`src/rtl/reg_issue_scoreboard_if.sv`:
```
// rtl/reg_issue_scoreboard_if.sv - fetch, writeback and issue signal bundle for reg_issue_scoreboard
//
// Purpose: groups every non-clock, non-reset signal of the issue stage.
//   master : upstream/downstream environment (drives instr, flush, wb, iss_ready)
//   slave  : the issue stage itself
// Signals:
//   instr/instr_valid/instr_ready  fetched word handshake
//   flush                          drop held instruction
//   wb_en/wb_rd                    writeback clearing a pending bit
//   iss_valid/iss_ready            issue handshake
//   iss_rs1/iss_rs2/iss_rd/iss_we  register file port addresses and write enable
//   iss_instr                      raw held instruction
//   stall_cnt                      saturating hazard-stall cycle count
interface reg_issue_scoreboard_if #(
  parameter int XLEN     = 32,
  parameter int REG_AW   = 5,
  parameter int STALL_CW = 16
);
  logic [XLEN-1:0]     instr;
  logic                instr_valid;
  logic                instr_ready;
  logic                flush;
  logic                wb_en;
  logic [REG_AW-1:0]   wb_rd;
  logic                iss_valid;
  logic                iss_ready;
  logic [REG_AW-1:0]   iss_rs1;
  logic [REG_AW-1:0]   iss_rs2;
  logic [REG_AW-1:0]   iss_rd;
  logic                iss_we;
  logic [XLEN-1:0]     iss_instr;
  logic [STALL_CW-1:0] stall_cnt;

  modport master (
    output instr, instr_valid, flush, wb_en, wb_rd, iss_ready,
    input  instr_ready, iss_valid, iss_rs1, iss_rs2, iss_rd, iss_we, iss_instr, stall_cnt
  );

  modport slave (
    input  instr, instr_valid, flush, wb_en, wb_rd, iss_ready,
    output instr_ready, iss_valid, iss_rs1, iss_rs2, iss_rd, iss_we, iss_instr, stall_cnt
  );
endinterface

```
`src/rtl/reg_issue_scoreboard.sv`:
```
// rtl/reg_issue_scoreboard.sv - decode/issue stage with RAW/WAW pending-write scoreboard
//
// Purpose: holds one fetched instruction, decodes rs1/rs2/rd and source/dest usage,
//   stalls while a used source or the destination has a write in flight, and marks
//   the destination pending when the instruction issues. x0 is never pending.
// Ports:
//   clk    rising-edge clock
//   reset  asynchronous active-low reset
//   bus    reg_issue_scoreboard_if.slave (instr, flush, writeback, issue, stall_cnt)
// Optional feature: WB_BYPASS_EN - a register written back this cycle no longer
//   counts as pending for the hazard check (write-first register file).
module reg_issue_scoreboard #(
  parameter int XLEN     = 32,
  parameter int REG_AW   = 5,
  parameter int STALL_CW = 16
) (
  input logic                  clk,
  input logic                  reset,
  reg_issue_scoreboard_if.slave bus
);
  localparam int NREG = 1 << REG_AW;

  logic                held;
  logic [NREG-1:0]     pend;
  logic [NREG-1:0]     pend_next;
  logic [NREG-1:0]     pend_chk;
  logic [NREG-1:0]     wb_clr;
  logic [XLEN-1:0]     instr_q;
  logic [REG_AW-1:0]   rs1_q, rs2_q, rd_q;
  logic                use1_q, use2_q, we_q;
  logic [STALL_CW-1:0] stall_q;
  logic                dec_use1, dec_use2, dec_we;
  logic                hazard, valid, fire, ready, accept;

  // Source/destination usage by opcode class; rd==x0 never writes.
  always_comb begin
    dec_use1 = 1'b0;
    dec_use2 = 1'b0;
    dec_we   = 1'b0;
    case (bus.instr[6:0])
      7'b0110011:                         {dec_use1, dec_use2, dec_we} = 3'b111;
      7'b0010011, 7'b0000011, 7'b1100111: {dec_use1, dec_use2, dec_we} = 3'b101;
      7'b0100011, 7'b1100011:             {dec_use1, dec_use2, dec_we} = 3'b110;
      7'b1101111, 7'b0110111, 7'b0010111: {dec_use1, dec_use2, dec_we} = 3'b001;
      default:                            {dec_use1, dec_use2, dec_we} = 3'b000;
    endcase
    if (bus.instr[7 +: REG_AW] == '0) dec_we = 1'b0;
  end

  always_comb begin
    wb_clr = '0;
    if (bus.wb_en && (bus.wb_rd != '0)) wb_clr[bus.wb_rd] = 1'b1;
  end

`ifdef WB_BYPASS_EN
  assign pend_chk = pend & ~wb_clr;
`else
  assign pend_chk = pend;
`endif

  assign hazard = (use1_q && pend_chk[rs1_q]) || (use2_q && pend_chk[rs2_q]) ||
                  (we_q && pend_chk[rd_q]);
  assign valid  = held && !hazard;
  // A flush cancels the issue even though iss_valid is shown this cycle.
  assign fire   = valid && bus.iss_ready && !bus.flush;
  assign ready  = !held || fire;
  assign accept = bus.instr_valid && ready && !bus.flush;

  // Clear first, then set, so a same-index set wins over a writeback clear.
  always_comb begin
    pend_next = pend & ~wb_clr;
    if (fire && we_q) pend_next[rd_q] = 1'b1;
    pend_next[0] = 1'b0;
  end

  always_ff @(posedge clk or negedge reset) begin
    if (!reset) begin
      held    <= 1'b0;
      pend    <= '0;
      stall_q <= '0;
      instr_q <= '0;
      rs1_q   <= '0;
      rs2_q   <= '0;
      rd_q    <= '0;
      use1_q  <= 1'b0;
      use2_q  <= 1'b0;
      we_q    <= 1'b0;
    end else begin
      pend <= pend_next;
      if (held && hazard && !bus.flush && (stall_q != '1))
        stall_q <= stall_q + STALL_CW'(1);
      if (bus.flush) begin
        held <= 1'b0;
      end else if (accept) begin
        held    <= 1'b1;
        instr_q <= bus.instr;
        rs1_q   <= bus.instr[15 +: REG_AW];
        rs2_q   <= bus.instr[20 +: REG_AW];
        rd_q    <= bus.instr[7 +: REG_AW];
        use1_q  <= dec_use1;
        use2_q  <= dec_use2;
        we_q    <= dec_we;
      end else if (fire) begin
        held <= 1'b0;
      end
    end
  end

  assign bus.iss_valid   = valid;
  assign bus.instr_ready = ready;
  assign bus.iss_rs1     = rs1_q;
  assign bus.iss_rs2     = rs2_q;
  assign bus.iss_rd      = rd_q;
  assign bus.iss_we      = we_q;
  assign bus.iss_instr   = instr_q;
  assign bus.stall_cnt   = stall_q;
endmodule

```
`src/flat_wrapper.sv`:
```
// flat-port wrapper written by rule: the top's interface ports become plain ports
module reg_issue_scoreboard_flat 
#(
  parameter int XLEN     = 32,
  parameter int REG_AW   = 5,
  parameter int STALL_CW = 16
)
  (clk, reset, bus_instr, bus_instr_valid, bus_flush, bus_wb_en, bus_wb_rd, bus_iss_ready, bus_instr_ready, bus_iss_valid, bus_iss_rs1, bus_iss_rs2, bus_iss_rd, bus_iss_we, bus_iss_instr, bus_stall_cnt);
  reg_issue_scoreboard_if #(.XLEN(XLEN), .REG_AW(REG_AW), .STALL_CW(STALL_CW)) bus_i ();
  input logic clk;
  input logic reset;
  input wire logic [$bits(bus_i.instr)-1:0] bus_instr;
  input wire logic [$bits(bus_i.instr_valid)-1:0] bus_instr_valid;
  input wire logic [$bits(bus_i.flush)-1:0] bus_flush;
  input wire logic [$bits(bus_i.wb_en)-1:0] bus_wb_en;
  input wire logic [$bits(bus_i.wb_rd)-1:0] bus_wb_rd;
  input wire logic [$bits(bus_i.iss_ready)-1:0] bus_iss_ready;
  output wire logic [$bits(bus_i.instr_ready)-1:0] bus_instr_ready;
  output wire logic [$bits(bus_i.iss_valid)-1:0] bus_iss_valid;
  output wire logic [$bits(bus_i.iss_rs1)-1:0] bus_iss_rs1;
  output wire logic [$bits(bus_i.iss_rs2)-1:0] bus_iss_rs2;
  output wire logic [$bits(bus_i.iss_rd)-1:0] bus_iss_rd;
  output wire logic [$bits(bus_i.iss_we)-1:0] bus_iss_we;
  output wire logic [$bits(bus_i.iss_instr)-1:0] bus_iss_instr;
  output wire logic [$bits(bus_i.stall_cnt)-1:0] bus_stall_cnt;
  assign bus_i.instr = bus_instr;
  assign bus_i.instr_valid = bus_instr_valid;
  assign bus_i.flush = bus_flush;
  assign bus_i.wb_en = bus_wb_en;
  assign bus_i.wb_rd = bus_wb_rd;
  assign bus_i.iss_ready = bus_iss_ready;
  assign bus_instr_ready = bus_i.instr_ready;
  assign bus_iss_valid = bus_i.iss_valid;
  assign bus_iss_rs1 = bus_i.iss_rs1;
  assign bus_iss_rs2 = bus_i.iss_rs2;
  assign bus_iss_rd = bus_i.iss_rd;
  assign bus_iss_we = bus_i.iss_we;
  assign bus_iss_instr = bus_i.iss_instr;
  assign bus_stall_cnt = bus_i.stall_cnt;
  reg_issue_scoreboard #(.XLEN(XLEN), .REG_AW(REG_AW), .STALL_CW(STALL_CW)) u_core (.clk(clk), .reset(reset), .bus(bus_i));
endmodule
```
`config.mk`:
```
export PLATFORM = sky130hd
export DESIGN_NAME = reg_issue_scoreboard_flat
export DESIGN_NICKNAME = d
export VERILOG_FILES = /design/src/rtl/reg_issue_scoreboard_if.sv /design/src/rtl/reg_issue_scoreboard.sv /design/src/flat_wrapper.sv
export SDC_FILE = /design/constraint.sdc
export NUM_CORES = 1
export LEC_CHECK = 0
export ABC_AREA = 1
export BUFFER_PORTS_ARGS = -buffer_cell sky130_fd_sc_hd__clkbuf_2
export CAP_MARGIN = 20
export CORE_MARGIN = 2
export CORE_UTILIZATION = 50
export CTS_BUF_LIST = sky130_fd_sc_hd__clkbuf_16
export DETAILED_ROUTE_END_ITERATION = 16
export PLACE_DENSITY_LB_ADDON = 0.15
export SETUP_SLACK_MARGIN = 0.5
export SYNTH_ARGS = -nofsm -noshare
export SYNTH_HDL_FRONTEND = slang
export SYNTH_SLANG_ARGS = --single-unit
```
`constraint.sdc`:
```
create_clock -name clk -period 2.1 [get_ports clk]
set_clock_uncertainty 0.2 [all_clocks]
set_input_delay 0.42 -clock clk [delete_from_list [all_inputs] [get_ports clk]]
set_output_delay 0.42 -clock clk [all_outputs]
set_load 0.005 [all_outputs]
```
; ---- After elaboration in Yosys (flattened, before gate mapping)
; Cells that the tools add are included.
[word_totals]
rom_bits = 0
register_bits = 98
input_bits = 43
memories = 0
out_inout_bits = 66
mem_bits_rw = 0
word_cells = 78
latch_bits = 0
[op_classes]
add_sub_neg = 1
n_lt_le_gt_ge = 6
bitwise = 4
n_shift = 0
n_eq_ne = 10
mux = 19
n_reduce_logical = 28
mul = 0
div = 0
[op_table]
columns = operator, count
row1 = two-way mux 32 bit, 2
row2 = AND 32 bit, 1
row3 = inverter 32 bit, 1
row4 = bitwise OR 32 bit, 1
row5 = < comparator 5 x 6 -> 1 bit (second input constant), 4
row6 = equality test 7 x 6 -> 1 bit (second input constant), 3
row7 = equality test 7 bit (second input constant), 3
row8 = adder 16 x 1 -> 16 bit (second input constant), 1
row9 = inequality test 16 bit (second input constant), 1
row10 = binary-select mux 1 bit (select 5 bit), 3
row11 = logical AND 1 bit, 15
row12 = equality test 7 x 5 -> 1 bit (second input constant), 2
row13 = two-way mux 1 bit, 12
row14 = demux 1 bit (select 5 bit), 2
row15 = greater-or-equal comparator 5 x 1 -> 1 bit (second input constant), 2
row16 = equality test 7 x 2 -> 1 bit (second input constant), 1
row17 = OR reduction 7 bit, 1
row18 = OR reduction 6 bit, 1
row19 = zero test 5 bit, 1
row20 = nonzero test 5 bit, 1
row21 = zero test 1 bit, 3
row22 = logical OR 1 bit, 3
row23 = nonzero test 3 bit, 1
row24 = OR reduction 3 bit, 1
row25 = other kinds (2), 2

; ---- Logic depth before layout (Yosys ltp)
; Gate-level depths: netlist of run 1.
[logic_depth]
ltp_word = 14
mapped_depth = 17

; ---- Worst setup path before layout of run 1
; Ideal clock, no wire load.
[synth_path]
path_type = register to output
startpoint = reg u_core.rd_q[0], in the netlist u_core.bus.iss_rd[0]
endpoint = out bus_instr_ready
t_arrival_ns = 1.673
path_slack_ns = -0.193
stages_incl_launch_ff = 14
n_path_buf = 4
cell_sequence = dfrtp_1 > buf_4 > buf_6 > nand3_1 > nand3_1 > nand2_1 > nand2_1 > nor2_1 > nand2_1 > nand2_2 > nand4_2 > nand2_2 > buf_6 > buf_6
[synth_between]
elab_chain_len = 9
[synth_rtl]
columns = element, line_no
row1 = start: declaration, reg_issue_scoreboard.sv:29  ; logic [REG_AW-1:0] rs1_q, rs2_q, rd_q;
row2 = start signal: assignment, reg_issue_scoreboard.sv:99  ; rd_q <= bus.instr[7 +: REG_AW];
row3 = binary-select mux 1 bit (select 5 bit), reg_issue_scoreboard.sv:62  ; (we_q && pend_chk[rd_q]);
row4 = two-way mux 1 bit (implied by the code), reg_issue_scoreboard.sv:62
row5 = logical AND 1 bit, reg_issue_scoreboard.sv:62
row6 = logical OR 1 bit, reg_issue_scoreboard.sv:61  ; assign hazard = (use1_q && pend_chk[rs1_q]) || (use2_q && pend_chk[rs2_q]) ||
row7 = zero test 1 bit, reg_issue_scoreboard.sv:63  ; assign valid = held && !hazard;
row8 = logical AND 1 bit, reg_issue_scoreboard.sv:63
row9 = logical AND 1 bit (2 in a row), reg_issue_scoreboard.sv:65  ; assign fire = valid && bus.iss_ready && !bus.flush;
row10 = logical OR 1 bit, reg_issue_scoreboard.sv:66  ; assign ready = !held || fire;
row11 = end: declaration, flat_wrapper.sv:18  ; output wire logic [$bits(bus_i.instr_ready)-1:0] bus_instr_ready;
; Every way passes these cells. The select of a mux whose other input is x is not followed.

; ---- Worst setup path after layout of run 1
; Same ends and word-level chain as after synthesis.

==> results of run 1 <==
[worst min-delay path by stage]
stage,start,end,slack (ps)
finish,bus_instr[30],u_core.bus.iss_instr[30]$_DFFE_PN0P_,90
global route,bus_instr[30],u_core.bus.iss_instr[30]$_DFFE_PN0P_,100
floorplan,reset,u_core.bus.iss_instr[0]$_DFFE_PN0P_,-80
CTS,bus_instr[30],u_core.bus.iss_instr[30]$_DFFE_PN0P_,90
detailed placement,reset,u_core.pend[16]$_DFF_PN0_,130
global placement,reset,u_core.pend[16]$_DFF_PN0_,130
[through the flow]
step                      utilization  hold slack, ps  cell area [um^2]  setup WS [ps]  power (mW)
after floorplan                     -           -75.6              5320           -110        2.55
after CTS                       0.663            87.8              6540           -460        4.59
after detailed placement        0.623             134              6140           -218        3.03
final                           0.672            94.1              6630           -479        4.63
after global routing            0.672            99.5              6630           -619        4.86
after global placement          0.623             134              6140           -164        3.00
[power by group through the flow]
| stage | sequential, mW | combinational [mW] | clock, mW |
|---|---|---|---|
| 2_1_floorplan | 1.88 | 0.670 | 0 |
| 3_3_place_gp | 1.89 | 1.12 | 0 |
| 3_5_place_dp | 1.89 | 1.14 | 0 |
| 4_1_cts | 1.88 | 1.19 | 1.52 |
| 5_1_grt | 1.90 | 1.37 | 1.60 |
| 6_report | 1.88 | 1.24 | 1.51 |
[logic make-up (layout without fill, tap and decap cells)]
logic type,Yosys count,after routing,share of synthesized area
flops,83,83,0.405
xor+xnor,13,13,0.0222
compound gates,90,90,0.0918
buf+inv,102,239,0.103
fa+ha+maj,1,1,0.00244
simple gates,435,435,0.375
[critical path, delay by kind of cell (launching register included)]
family        cells  cell delay (ps)
buf+inv           3              410
simple gates     10              770
flops             1              450
[sequential cells by signal, summed over array words and instances (netlist names)]
register	flops
u_core.use2_q	1
u_core.held	1
u_core.bus.iss_rs2	4
u_core.use1_q	1
u_core.pend	31
u_core.bus.iss_we	1
u_core.bus.iss_rd	4
u_core.bus.stall_cnt	16
u_core.bus.iss_instr	20
u_core.bus.iss_rs1	4
[final cells by class]
cell class,instances,area (um^2),share of cell area
clock inverter,6,50.0,0.00755
timing repair buffer,167,1180,0.179
inverter,57,221,0.0334
clock buffer,9,225,0.0340
tap,133,166,0.0251
sequential,83,2090,0.315
multi-input combinational,539,2690,0.406
[repair_timing]
action,CTS,global route
pin swaps,0,1
endpoints found under the setup margin,107,114
endpoints found under the hold margin,21,0
resized for setup,20,36
buffers inserted,3,1
hold buffers,1,0
gates cloned,1,0
[metal layers]
metal,wire length (um),global-route usage,up-vias
met3,1070,0.0371,35
met2,6990,0.452,243
met1,7120,0.432,2530
met4,422,0.114,0
li1,-,-,2615
met5,0,0,-
[layout by cell type, fill, tap and decap left out, types with 2 or more instances in the layout]
master / n
buf_12: 8
inv_1: 51
buf_4: 43
clkbuf_2: 99
nor3_2: 7
nand3_2: 27
nand2_4: 2
o21ai_2: 6
buf_6: 15
xnor2_1: 3
o211ai_1: 2
nand2_2: 2
xor2_1: 10
nand2_1: 255
inv_2: 6
o21ai_0: 52
nor3b_1: 2
dfrtp_2: 8
clkbuf_16: 9
clkinv_1: 2
nor2_1: 17
nor4_1: 2
nor2_4: 3
dfrtp_1: 75
o21ai_1: 27
nor3_1: 8
nand3_1: 106
==> flow_metrics.py, run 1 <==
metrics = {
    "yosys": {
        "ys.flop_type": "dfrtp_1",
        "yosys-top-cells-count": "nand2_1 (255), nand3_1 (124), dfrtp_1 (83), o21ai_0 (74), inv_1 (51)",
        "ys_seq_area_frac": 0.405,
        "netlist_top_cells_area": "dfrtp_1 (41%), nand2_1 (19%), nand3_1 (12%)",
        "yosysMostFrequentCell": "nand2_1",
        "synth.yosys.warnings": 0,
        "syn-num-nets": 768,
        "synth_area_mm2": 0.00513,
        "synth-edff-count": 0,
        "syn_inst": 724,
        "ys_seq_elements": 83,
        "yosysTopAreaCellShare": 0.405,
        "syn_area_per_cell_um2": 7.08,
        "yosys.area.top_type": "dfrtp_1",
        "synthDistinctLibCells": 31,
        "async_flop_share": 1.00,
    },
    "pwr": {
        "p_int_mw": 3.18,
        "swShare": 0.313,
        "clockPowerShare": 0.326,
        "p_switching_mw": 1.45,
        "power_frac_seq": 0.407,
        "p_per_area_mw_per_mm2": 698,
        "peakVddDrop_v": 0.000458,
        "share_comb_of_total_power": 0.267,
        "leakagePower_nw": 3.28,
    },
    "flow_run": {
        "max_cap_violations": 0,
    },
    "critical_path": {
        "path_cells": "buf_12 > buf_6 > nor2_4 > nand2_1 > nand3_1 > nand2_1 > nand2_1 > nor2_1 > nand2_1 > nand2_2 > nand4_2 > nand2_4 > clkbuf_2",
        "critPathMaxStageDelay_ps": 450,
        "worstRegToRegCells": 18,
        "crit_path_max_fanout": 19,
        "critPathLaunchType": "flop",
        "criticalPathCategory": "reg -> out",
        "cp.required_ps": 1480,
        "crit_start": "u_core.bus.iss_rd[0]$_DFFE_PN0P_",
        "worstReg2RegStart": "u_core.bus.iss_rd[0]$_DFFE_PN0P_",
        "critPathCaptureType": "output port",
        "rrSetupSlack_ps": -300,
        "cp_slowest_cell": "dfrtp_2",
        "r2r_end": "u_core.bus.iss_instr[31]$_DFFE_PN0P_",
        "cp-endpoint": "bus_instr_ready",
        "crit_top_cell": "nand2_1",
        "crit_arrival_ps": 1960,
    },
    "drt": {
        "viasPerCell": 5.46,
        "wire_per_inst_um": 15.7,
        "first_iter_violations": 499,
        "postRouteWirelength_um": 15600,
        "vias": 5423,
        "ant_nets": 0,
        "drc": 0,
        "dr.pass1.iters": 5,
    },
    "hold_path": {
        "hold_path.class": "in -> reg",
        "worstHoldPathCells": 3,
    },
    "layout": {
        "drive_above_1_share": 0.282,
        "area_delta_synth_final_pct": 29.3,
        "final-instance-count-excl-fill": 994,
        "fin_nets": 901,
        "antenna_cells": 0,
        "n_fill_cell": 798,
    },
    "cts": {
        "cts.clk_slew.worst_paths_ps": 60,
        "clk_path_buf_depth": 2,
        "cts_made_buffers": 9,
        "cts_tree": "yes",
        "cts_root_buf": "clkbuf_16",
        "cts_htree_levels": 3,
        "insertion_delay_ps": 340,
        "cts_num_sinks": 83,
    },
    "global_route": {
        "grt_pass1_vias": 5204,
        "grt_overflow": 0,
        "track_usage": 0.297,
        "antenna_found_initial": 0,
        "grt_max_degree": 47,
        "grt_pass1_wl_um": 26000,
    },
    "placement": {
        "place_inst": 973,
        "portBuffers": 108,
        "gp_congestion": 0.925,
        "hpwlAfterDp_um": 11600,
    },
    "die": {
        "coreArea_mm2": 0.00986,
        "die_y_um": 105,
        "initial_core_util": 0.520,
        "placementRows": 36,
        "fp.dieW_um": 105,
        "pin_count": 109,
        "die-area_mm2": 0.0111,
    },
    "sta": {
        "relSlewSlack": 0.756,
        "tightest_slew_ps": 364,
        "max_freq_ghz": 0.388,
        "rsz0062_at_grt": "true",
        "setup_slack_ps": -479,
        "finalWorstPathRequiredPeriod_ps": 2580,
        "finalSetupViolCount": 85,
        "min_period_over_period": 1.23,
        "setup_tns_ps": -15900,
        "final-max-slew-violation-count": 0,
        "report.final.hold_viol_count": 0,
    },
    "status": {
        "status": "complete, but fails checks",
        "violations": "negative setup slack",
    },
}
Note: power is estimated with default switching activity, not from simulation.
==> run 2: changes to the inputs <==
- CORE_UTILIZATION: 50 -> 53
- clock period: 2.1 -> 2.89 ns (I/O delays scaled with it)
==> flow_metrics.py, run 2 (synthesized netlist as in run 1, its figures left out) <==
metrics = {
    "status": {
        "status": "finished clean",
    },
    "die": {
        "initial_core_util": 0.550,
        "placementRows": 35,
        "fp.dieW_um": 102,
        "coreArea_mm2": 0.00933,
        "die_y_um": 102,
        "die-area_mm2": 0.0105,
        "pin_count": 109,
    },
    "placement": {
        "dpl_cell_area_mm2": 0.00567,
        "dpl_worst_slack_ps": 172,
        "hpwlAfterDp_um": 10400,
        "portBuffers": 108,
        "gp_congestion": 0.961,
    },
    "layout": {
        "drive_above_1_share": 0.222,
        "layout_commonest_cell": "nand2_1",
        "n_fill_cell": 855,
        "seqCellArea_mm2": 0.00208,
        "final_cell_area_mm2": 0.00612,
        "fin_nets": 861,
        "antenna_cells": 0,
        "fin_util": 0.656,
        "largest_reg_flops": 31,
        "final_cell_mix": "nand2_1 (252), nand3_1 (123), clkbuf_2 (107), dfrtp_1 (78), o21ai_0 (68)",
        "multi_input_area_mm2": 0.00264,
        "largest-register": "u_core.pend",
        "area_delta_synth_final_pct": 19.4,
    },
    "global_route": {
        "grt_pass1_vias": 4827,
        "grt_overflow": 0,
        "grt_max_degree": 47,
        "antenna_found_initial": 0,
        "grt_pass1_wl_um": 23600,
        "track_usage": 0.290,
    },
    "cts": {
        "cts_htree_levels": 3,
        "insertion_delay_ps": 340,
        "cts.clk_slew.worst_paths_ps": 60,
        "holdBufCountCts": 0,
        "cts_num_sinks": 83,
        "cts_root_buf": "clkbuf_16",
        "clk_path_buf_depth": 2,
        "cts_made_buffers": 9,
        "cts_tree": "yes",
    },
    "drt": {
        "dr.pass1.iters": 6,
        "ant_nets": 0,
        "viasPerCell": 5.46,
        "wire_per_inst_um": 15.3,
        "postRouteWirelength_um": 14500,
        "vias": 5184,
        "first_iter_violations": 339,
        "drc": 0,
    },
    "sta": {
        "relSlewSlack": 0.536,
        "finalSetupViolCount": 0,
        "setup_tns_ps": 0,
        "whs_ps": 11.7,
        "rsz0062_at_grt": "true",
        "min_period_over_period": 0.944,
        "max_freq_ghz": 0.367,
        "final-max-slew-violation-count": 0,
        "setup_slack_ps": 163,
        "finalWorstPathRequiredPeriod_ps": 2730,
        "tightest_slew_ps": 695,
        "report.final.hold_viol_count": 0,
    },
    "critical_path": {
        "critPathLaunchType": "flop",
        "criticalPathCategory": "reg -> out",
        "crit_arrival_ps": 1950,
        "critPathCaptureType": "output port",
        "crit_path_max_fanout": 42,
        "cp.required_ps": 2110,
    },
    "hold_path": {
        "hold_path.class": "in -> async",
    },
    "pwr": {
        "leakagePower_nw": 3.02,
        "p_per_area_mw_per_mm2": 541,
        "peakVddDrop_v": 0.000301,
    },
    "flow_run": {
        "max_cap_violations": 0,
    },
}
## run 2: layout make-up
| type | instances | share of cell area |
|---|---|---|
| inverter | 57 | 0.0370 |
| clock buffer | 9 | 0.0368 |
| sequential | 83 | 0.340 |
| tap | 129 | 0.0264 |
| clock inverter | 6 | 0.0135 |
| multi-input combinational | 541 | 0.431 |
| timing repair buffer | 125 | 0.115 |
## run 2: path summary, 6_finish.rpt
check / startpoint / endpoint / slack (ps) / depth (start not counted)
setup / recovery: u_core.bus.iss_rd[0]$_DFFE_PN0P_ / bus_iss_valid / 160 / 13
hold / removal: reset / u_core.pend[22]$_DFF_PN0_ / 10 / 1
setup reg to reg: u_core.bus.iss_rd[0]$_DFFE_PN0P_ / u_core.bus.iss_instr[12]$_DFFE_PN0P_ / 590 / 16
hold reg to reg: u_core.bus.iss_instr[5]$_DFFE_PN0P_ / u_core.bus.iss_instr[5]$_DFFE_PN0P_ / 270 / 2
max in group asynchronous: reset / u_core.bus.iss_rd[1]$_DFFE_PN0P_ / 1830 / 2
min in group clk: bus_instr[13] / u_core.bus.iss_instr[13]$_DFFE_PN0P_ / 260 / 3
## run 2: timing repair
item	4_1_cts	5_1_grt
endpoints found under the setup margin	85	81
pin swaps	3	1
gates cloned	0	2
gates resized for setup	20	11
setup buffers	2	1
## run 2: power breakdown
group	switching, mW	internal, mW	leakage [nW]
Combinational	0.453	0.274	1.78
Clock	0.461	0.746	0.146
Sequential	0.121	1.25	1.10
## run 2: critical path, stage by stage (launching register included)
cell,delay [ps]
dfrtp_1,400
buf_12,180
nand2_1,80
o21ai_0,90
nand2_1,80
nand2_1,50
nand2_1,50
nand2_1,70
nor2_1,90
nand2_1,100
nand2_2,90
nand3_2,110
nor2_1,100
clkbuf_2,130
## run 2: routing by layer
metal / track usage / vias up / wire length [um]
met5: 0 / - / 0
met2: 0.460 / 204 / 6840
met4: 0.0923 / 0 / 325
li1: - / 2543 / -
met3: 0.0581 / 28 / 1030
met1: 0.401 / 2409 / 6330
## run 2: per-stage QoR
stage	power [mW]	instances
floorplan	1.82	724
global placement	2.05	930
detailed placement	2.06	930
CTS	3.30	947
global route	3.49	950
finish	3.31	950
